### config.mk
export PLATFORM = sky130hd
export DESIGN_NAME = jtgng_cpu_ctrl
export DESIGN_NICKNAME = d
export VERILOG_FILES = /design/src/rtl/jtgng_cpu_ctrl_pkg.sv /design/src/rtl/jtgng_cpu_ctrl_wdog.sv /design/src/rtl/jtgng_cpu_ctrl.sv
export SDC_FILE = /design/constraint.sdc
export NUM_CORES = 1
export LEC_CHECK = 0
export ABC_AREA = 1
export CORE_ASPECT_RATIO = 1.5
export CORE_MARGIN = 3
export CORE_UTILIZATION = 35
export DETAILED_ROUTE_END_ITERATION = 12
export HOLD_SLACK_MARGIN = 0.02
export PLACE_DENSITY_LB_ADDON = 0.25
export SKIP_CTS_REPAIR_TIMING = 1
export SLEW_MARGIN = 20
export SYNTH_ARGS = -nofsm -noshare
export SYNTH_HDL_FRONTEND = slang
export SYNTH_SLANG_ARGS = --single-unit
### constraint.sdc
create_clock -name clk -period 1.6 [get_ports clk]
set_clock_uncertainty 0.1 [all_clocks]
set_input_delay 0.32 -clock clk [delete_from_list [all_inputs] [get_ports clk]]
set_output_delay 0.32 -clock clk [all_outputs]
set_load 0.03 [all_outputs]
### src/rtl/jtgng_cpu_ctrl_pkg.sv
`default_nettype none
// +--------------------------------------------------------------------+
// | jtgng_cpu_ctrl_pkg : shared constants for the main-CPU control block |
// | Revision 1.0                                                       |
// +--------------------------------------------------------------------+
package jtgng_cpu_ctrl_pkg;

  localparam logic [3:0] REG_FLIP  = 4'd0;
  localparam logic [3:0] REG_SRES  = 4'd1;
  localparam logic [3:0] REG_BANK  = 4'd2;
  localparam logic [3:0] REG_SND   = 4'd3;
  localparam logic [3:0] REG_WDOG  = 4'd4;
  localparam logic [3:0] REG_COIN0 = 4'd8;

  localparam logic [15:0] ROM_BANK_BASE = 16'h4000;
  localparam logic [15:0] ROM_FIX_BASE  = 16'h6000;
  localparam int          PAGE_BASE     = 5;

  // Bits needed to hold a down-counter starting at n-1 (never below 1).
  function automatic int cnt_width(input int n);
    return (n < 2) ? 1 : $clog2(n);
  endfunction

endpackage
`default_nettype wire

### src/rtl/jtgng_cpu_ctrl_wdog.sv
`default_nettype none
// +--------------------------------------------------------------------+
// | jtgng_cpu_ctrl_wdog : frame watchdog counter plus reset stretcher   |
// | Revision 1.0                                                       |
// +--------------------------------------------------------------------+
module jtgng_cpu_ctrl_wdog
  import jtgng_cpu_ctrl_pkg::*;
#(
  parameter int WDW       = 4,
  parameter int WDRST_LEN = 16
) (
  input  logic clk,
  input  logic rst,
  input  logic vb_edge,
  input  logic kick,
  output logic wd_rst
);

  localparam int             PW       = cnt_width(WDRST_LEN);
  localparam logic [WDW-1:0] CNT_MAX  = '1;
  localparam logic [WDW-1:0] CNT_TRIG = CNT_MAX - WDW'(1);

  logic [WDW-1:0] frames;
  logic [PW-1:0]  pulse;

  // While the reset pulse runs the frame counter is frozen; it clears when the pulse ends.
  always_ff @(posedge clk) begin
    if (rst) begin
      frames <= '0;
      pulse  <= '0;
      wd_rst <= 1'b0;
    end else if (wd_rst) begin
      if (pulse == '0) begin
        wd_rst <= 1'b0;
        frames <= '0;
      end else begin
        pulse <= pulse - PW'(1);
      end
    end else if (kick) begin
      frames <= '0;
    end else if (vb_edge) begin
      frames <= frames + WDW'(1);
      if (frames == CNT_TRIG) begin
        wd_rst <= 1'b1;
        pulse  <= PW'(WDRST_LEN - 1);
      end
    end
  end

endmodule
`default_nettype wire

### src/rtl/jtgng_cpu_ctrl.sv
`default_nettype none
// +--------------------------------------------------------------------+
// | jtgng_cpu_ctrl : main-CPU registers, ROM banking, IRQ, sound latch  |
// | Revision 1.0                                                       |
// +--------------------------------------------------------------------+
module jtgng_cpu_ctrl
  import jtgng_cpu_ctrl_pkg::*;
#(
  parameter int BANKW     = 3,
  parameter int BANKS     = 5,
  parameter int ROMW      = 17,
  parameter int NCOIN     = 2,
  parameter int COINW     = 4,
  parameter int WDW       = 4,
  parameter int WDRST_LEN = 16
) (
  input  logic                   clk,
  input  logic                   rst,
  input  logic                   cen,
  input  logic [15:0]            cpu_addr,
  input  logic [7:0]             cpu_dout,
  input  logic                   cpu_rnw,
  input  logic                   ctrl_cs,
  input  logic                   rom_cs,
  input  logic                   rom_ok,
  input  logic                   LVBL,
  input  logic                   irq_ack,
  input  logic                   snd_rd,
  output logic                   cpu_cen,
  output logic [ROMW-1:0]        rom_addr,
  output logic                   nirq,
  output logic [BANKW-1:0]       bank,
  output logic                   flip,
  output logic                   sres_b,
  output logic [7:0]             snd_latch,
  output logic                   snd_full,
  output logic [NCOIN*COINW-1:0] coin_cnt,
  output logic                   wd_rst
);

  localparam int PAGEW = ROMW - 13;

  logic       wr_acc, wr_l, wr_act, lvbl_l, vb_edge;
  logic [3:0] reg_sel;

  // Only the first cen of a write access acts, however long ctrl_cs is held.
  assign wr_acc  = ctrl_cs & ~cpu_rnw;
  assign wr_act  = cen & wr_acc & ~wr_l;
  assign reg_sel = cpu_addr[3:0];
  assign vb_edge = cen & lvbl_l & ~LVBL;
  assign cpu_cen = cen & ~(rom_cs & ~rom_ok);

  always_ff @(posedge clk) begin
    if (rst) begin
      wr_l   <= 1'b0;
      lvbl_l <= 1'b0;
    end else if (cen) begin
      wr_l   <= wr_acc;
      lvbl_l <= LVBL;
    end
  end

  always_ff @(posedge clk) begin
    if (rst) begin
      flip      <= 1'b0;
      sres_b    <= 1'b1;
      bank      <= '0;
      snd_latch <= '0;
      snd_full  <= 1'b0;
    end else begin
      if (snd_rd) snd_full <= 1'b0;
      if (wr_act) begin
        case (reg_sel)
          REG_FLIP: flip   <= cpu_dout[0];
          REG_SRES: sres_b <= cpu_dout[0];
          REG_BANK: bank   <= cpu_dout[BANKW-1:0];
          REG_SND: begin
            snd_latch <= cpu_dout;
            snd_full  <= 1'b1;
          end
          default: ;
        endcase
      end
    end
  end

  // A new vblank edge overrides a simultaneous acknowledge.
  always_ff @(posedge clk) begin
    if (rst)                nirq <= 1'b1;
    else if (vb_edge)       nirq <= 1'b0;
    else if (cen & irq_ack) nirq <= 1'b1;
  end

  for (genvar i = 0; i < NCOIN; i++) begin : g_coin
    logic [COINW-1:0] cnt;
    always_ff @(posedge clk) begin
      if (rst)
        cnt <= '0;
      else if (wr_act && reg_sel == REG_COIN0 + 4'(i))
        cnt <= cnt + COINW'(cpu_dout[0]);
    end
    assign coin_cnt[i*COINW +: COINW] = cnt;
  end

  logic [PAGEW-1:0] page;
  logic [15:0]      fix_off;

  always_comb begin
    page = PAGEW'(PAGE_BASE);
    if (32'(bank) < BANKS) page = PAGEW'(PAGE_BASE) + PAGEW'(bank);
    fix_off  = cpu_addr - ROM_FIX_BASE;
    rom_addr = '0;
    if (cpu_addr >= ROM_FIX_BASE)       rom_addr = ROMW'(fix_off);
    else if (cpu_addr >= ROM_BANK_BASE) rom_addr = {page, cpu_addr[12:0]};
  end

  if (WDW > 0) begin : g_wdog
    jtgng_cpu_ctrl_wdog #(
      .WDW       (WDW),
      .WDRST_LEN (WDRST_LEN)
    ) u_wdog (
      .clk     (clk),
      .rst     (rst),
      .vb_edge (vb_edge),
      .kick    (wr_act && reg_sel == REG_WDOG),
      .wd_rst  (wd_rst)
    );
  end else begin : g_no_wdog
    assign wd_rst = 1'b0;
  end

endmodule
`default_nettype wire

==> metrics.md <==
| Metric | Value |
|---|---|
| HP Class | `input port to register` |
| Unrepaired setup endpoints after global routing | `yes` |
| Critical path's top delay family | `buffers and inverters` |
| CP max FO | `7` |
| Drt drc | `0` |
| Max-cap violations | `0` |
| Post-synthesis mux area share | `0%` |
| Die area | `6230 µm²` |
| CTS Buf Count | `5` |
| Placement Cell Area | `2890 µm²` |
| Critical Path Max Stage Delay | `160 ps` |
| Bufs and invs on worst path | `4` |
| Worst R2R Start | `g_wdog.u_wdog.pulse[0]$_SDFFE_PP0P_` |
| Post-route ant nets | `0` |
| Leakage | `1.91 nW` |
| H-tree depth | `2` |
| Vias in the first global route | `2065` |
| Initial core utilization | `37.4%` |
| Worst Hold Depth | `3` |
| Total core area | `4960 µm²` |
| CTS tree | `done` |
| Internal power | `0.00141 W` |
| First-pass GRT wire length | `8650 µm` |
| Data arrival time of the critical path | `1480 ps` |
| Synth Area in XOR/XNOR | `0.943%` |
| CP most frequent cell | `buf_6` |
| GP Congestion | `0.785` |
| Min Tclk post-route | `1900 ps` |
| # setup viols final | `4` |
| Die X | `65.5 µm` |
| Area of the multi-input gates | `1090 µm²` |
| Clock-pin slew on the worst setup and hold paths | `70 ps` |
| Kind of critical path | `input port to output port` |
| Initial antenna violation count | `0` |
| GRT Util Overall | `17.2%` |
| Largest family of logic cells by synthesized area | `simple AND/OR/NAND/NOR gates` |
| Comb power frac | `21.9%` |
| CP Capture Type | `output port` |
| Clock Sink Count | `34` |
| IO Port Bufs | `75` |
| Reg2Reg Setup Slack | `120 ps` |
| Final worst slack | `-297 ps` |
| Via count | `2168` |
| DIE HEIGHT | `95.2 µm` |
| Synth unique cells | `22` |
| Hold endpoint | `wr_l$_SDFFE_PP0P_` |
| Fmax | `527 MHz` |
| Slew Viols, Final | `0` |
| Critical Path Source Type | `input port` |
| Sw Pwr | `0.000545 W` |
| Congestion Overflow GR | `0` |
| Status | `finished with violations` |
| R2R Path End | `g_wdog.u_wdog.frames[1]$_SDFFE_PP0P_` |
| Crit path launch | `cpu_addr[14]` |
| Hold Path Origin | `ctrl_cs` |
| WP data required | `1180 ps` |
| CTS Root Cell | `clkbuf_8` |
| Synthesized instance count | `277` |
| Adder-cell area share of the yosys netlist | `6.06%` |
| Routed len/inst | `12.2 µm` |
| Clock Path Buffers | `2` |
| Crit path max-delay cell type | `o21ai_2` |
| Syn Area/Cell | `6.70 µm²` |
| Layout Nets | `431` |
| Detailed Route WL | `5560 µm` |
| Syn nets | `320` |
| Fin crit share | `119%` |
| Simple-gate share of the synthesized area | `33.4%` |
| Fraction of layout cells with a size suffix above 1 | `26.5%` |
| Final Hold Fails | `0` |
| Critical path depth | `10` |
| Worst vdd ir | `478 µV` |
| Filler cells | `464` |
| Max-slew headroom | `75.4%` |
| Synth warn | `0` |
| Post-layout util | `64.5%` |
| # rows | `31` |
| Worst-Skew Late Latency | `280 ps` |
| ANT cells | `0` |
| Cell Pwr Density | `608 nW/µm²` |
| Clock power share | `33.9%` |
| Sequential-to-total area share from yosys stat | `36.7%` |
| Final instance area | `3200 µm²` |
| Area Overhead vs Synth | `72.6%` |
| Failing checks | `negative setup slack` |
| Sum Neg Setup Slack | `-849 ps` |
| Reg power frac | `44.2%` |
| Tot Pwr | `0.00195 W` |
| CP Cell Sequence | `buf_6 > buf_6 > ha_4 > nand4_1 > nor2_1 > nand2_1 > nand2_4 > buf_6 > o21ai_2 > buf_6` |
| R2R depth | `9` |
| Io pins | `76` |
| Slew @ Worst Pin | `369 ps` |
| Largest net degree at the start of global routing | `17` |
| Flops & latches, synth | `34` |
| Compound-gate portion of the synthesized area | `12.5%` |
| Pre-CTS setup slack | `-740 ps` |
| FF+latch area | `687 µm²` |
| Via density | `4.76` |
| Iter 0 DRT Violations | `30` |
| Hpwl dp | `4190 µm` |
| Switching part of the total power | `27.9%` |
| Synth Cell Area | `1860 µm²` |
| Drt pass-1 iters | `4` |
-- logic make-up (layout without fill, tap and decap cells) --
kind of cell | count (synthesis) | count (layout)
simple gates | 135 | 135
buf+inv | 51 | 163
compound gates | 46 | 46
flops | 34 | 34
fa+ha+maj | 9 | 9
xor+xnor | 2 | 2
-- area by class of cell --
cell class	instances	share of cell area [%]
inverters	45	5.27
flip-flops and latches	34	21.4
well taps	66	2.58
clock inverters	2	0.390
repair buffers	110	33.7
clock buffers	6	2.58
multi-input cells	192	34.0
-- sequential cells by signal, summed over array words and instances (netlist names) --
signal and cells:
snd_full 1, flip 1, snd_latch 8, wr_l 1, g_wdog.u_wdog.pulse 4, nirq 1, g_wdog.u_wdog.wd_rst 1, g_wdog.u_wdog.frames 4
g_coin.cnt 8, sres_b 1, lvbl_l 1, bank 3
-- worst register-to-register path: cells and delay by family (launching register included) --
family / cells / cell delay, ps
buffers and inverters: 3 / 370
flip-flops: 1 / 310
AND/OR/NAND/NOR: 4 / 270
AO/OA/AOI/OAI: 1 / 190
adder cells (fa/ha/maj): 1 / 190
-- metrics by stage --
stage,hold WS (ps),instances
after floorplan,334,277
after global placement,344,440
after detailed placement,352,440
after CTS,369,448
after global routing,292,455
final,263,455
-- power by group through the flow --
stage               Sequential [W]  Clock, W  Combinational (W)
finish                    0.000862  0.000661           0.000427
detailed placement        0.000883         0           0.000402
CTS                       0.000863  0.000685           0.000404
global route              0.000863  0.000708           0.000461
floorplan                 0.000887         0           0.000171
global placement          0.000882         0           0.000396
-- layout by cell type, fill, tap and decap left out, types with 6 or more instances in the layout --
| cell | synthesis | final |
|---|---|---|
| inv_1 | 45 | 40 |
| buf_4 | 0 | 39 |
| nand2_1 | 44 | 38 |
| dlymetal6s2s_1 | 0 | 37 |
| nor2_1 | 39 | 34 |
| dfxtp_1 | 34 | 31 |
| nand3_1 | 30 | 29 |
| a21oi_1 | 24 | 23 |
| clkdlybuf4s50_1 | 0 | 15 |
| o21ai_0 | 21 | 14 |
| ha_1 | 9 | 8 |
| buf_6 | 0 | 8 |
| o21ai_2 | 0 | 6 |
| nand2_2 | 2 | 6 |
| clkbuf_8 | 0 | 6 |
-- worst max path at each step --
stage,to
finish,rom_addr[15]
global route,rom_addr[15]
CTS,rom_addr[14]
detailed placement,rom_addr[14]
global placement,rom_addr[14]
floorplan,rom_addr[13]
-- cells in the mapped netlist --
master | count | area, µm²
nor3_4 | 1 | 16.3
o21bai_1 | 1 | 7.51
a21oi_1 | 24 | 120
buf_2 | 1 | 5.00
nand2_2 | 2 | 12.5
ha_1 | 9 | 113
nand3_2 | 3 | 30.0
nor3b_1 | 1 | 7.51
nor3_2 | 1 | 10.0
nand3_1 | 30 | 150
o21ai_0 | 21 | 105
or2_2 | 1 | 6.26
xnor2_1 | 1 | 8.76
inv_1 | 45 | 169
xor2_1 | 1 | 8.76
nand3b_1 | 2 | 15.0
nand2_1 | 44 | 165
nor3_1 | 6 | 30.0
clkbuf_1 | 5 | 18.8
dfxtp_1 | 34 | 681
nor2_1 | 39 | 146
nand4_1 | 5 | 31.3
-- metal layers --
metal | vias up | GRT usage (%) | wire (µm)
met5 | - | 0 | 0
met4 | 0 | 6.75 | 80
li1 | 1112 | - | -
met1 | 971 | 17.0 | 2080
met3 | 9 | 4.48 | 452
met2 | 76 | 33.2 | 2940
(Power assumes the default switching activity.)
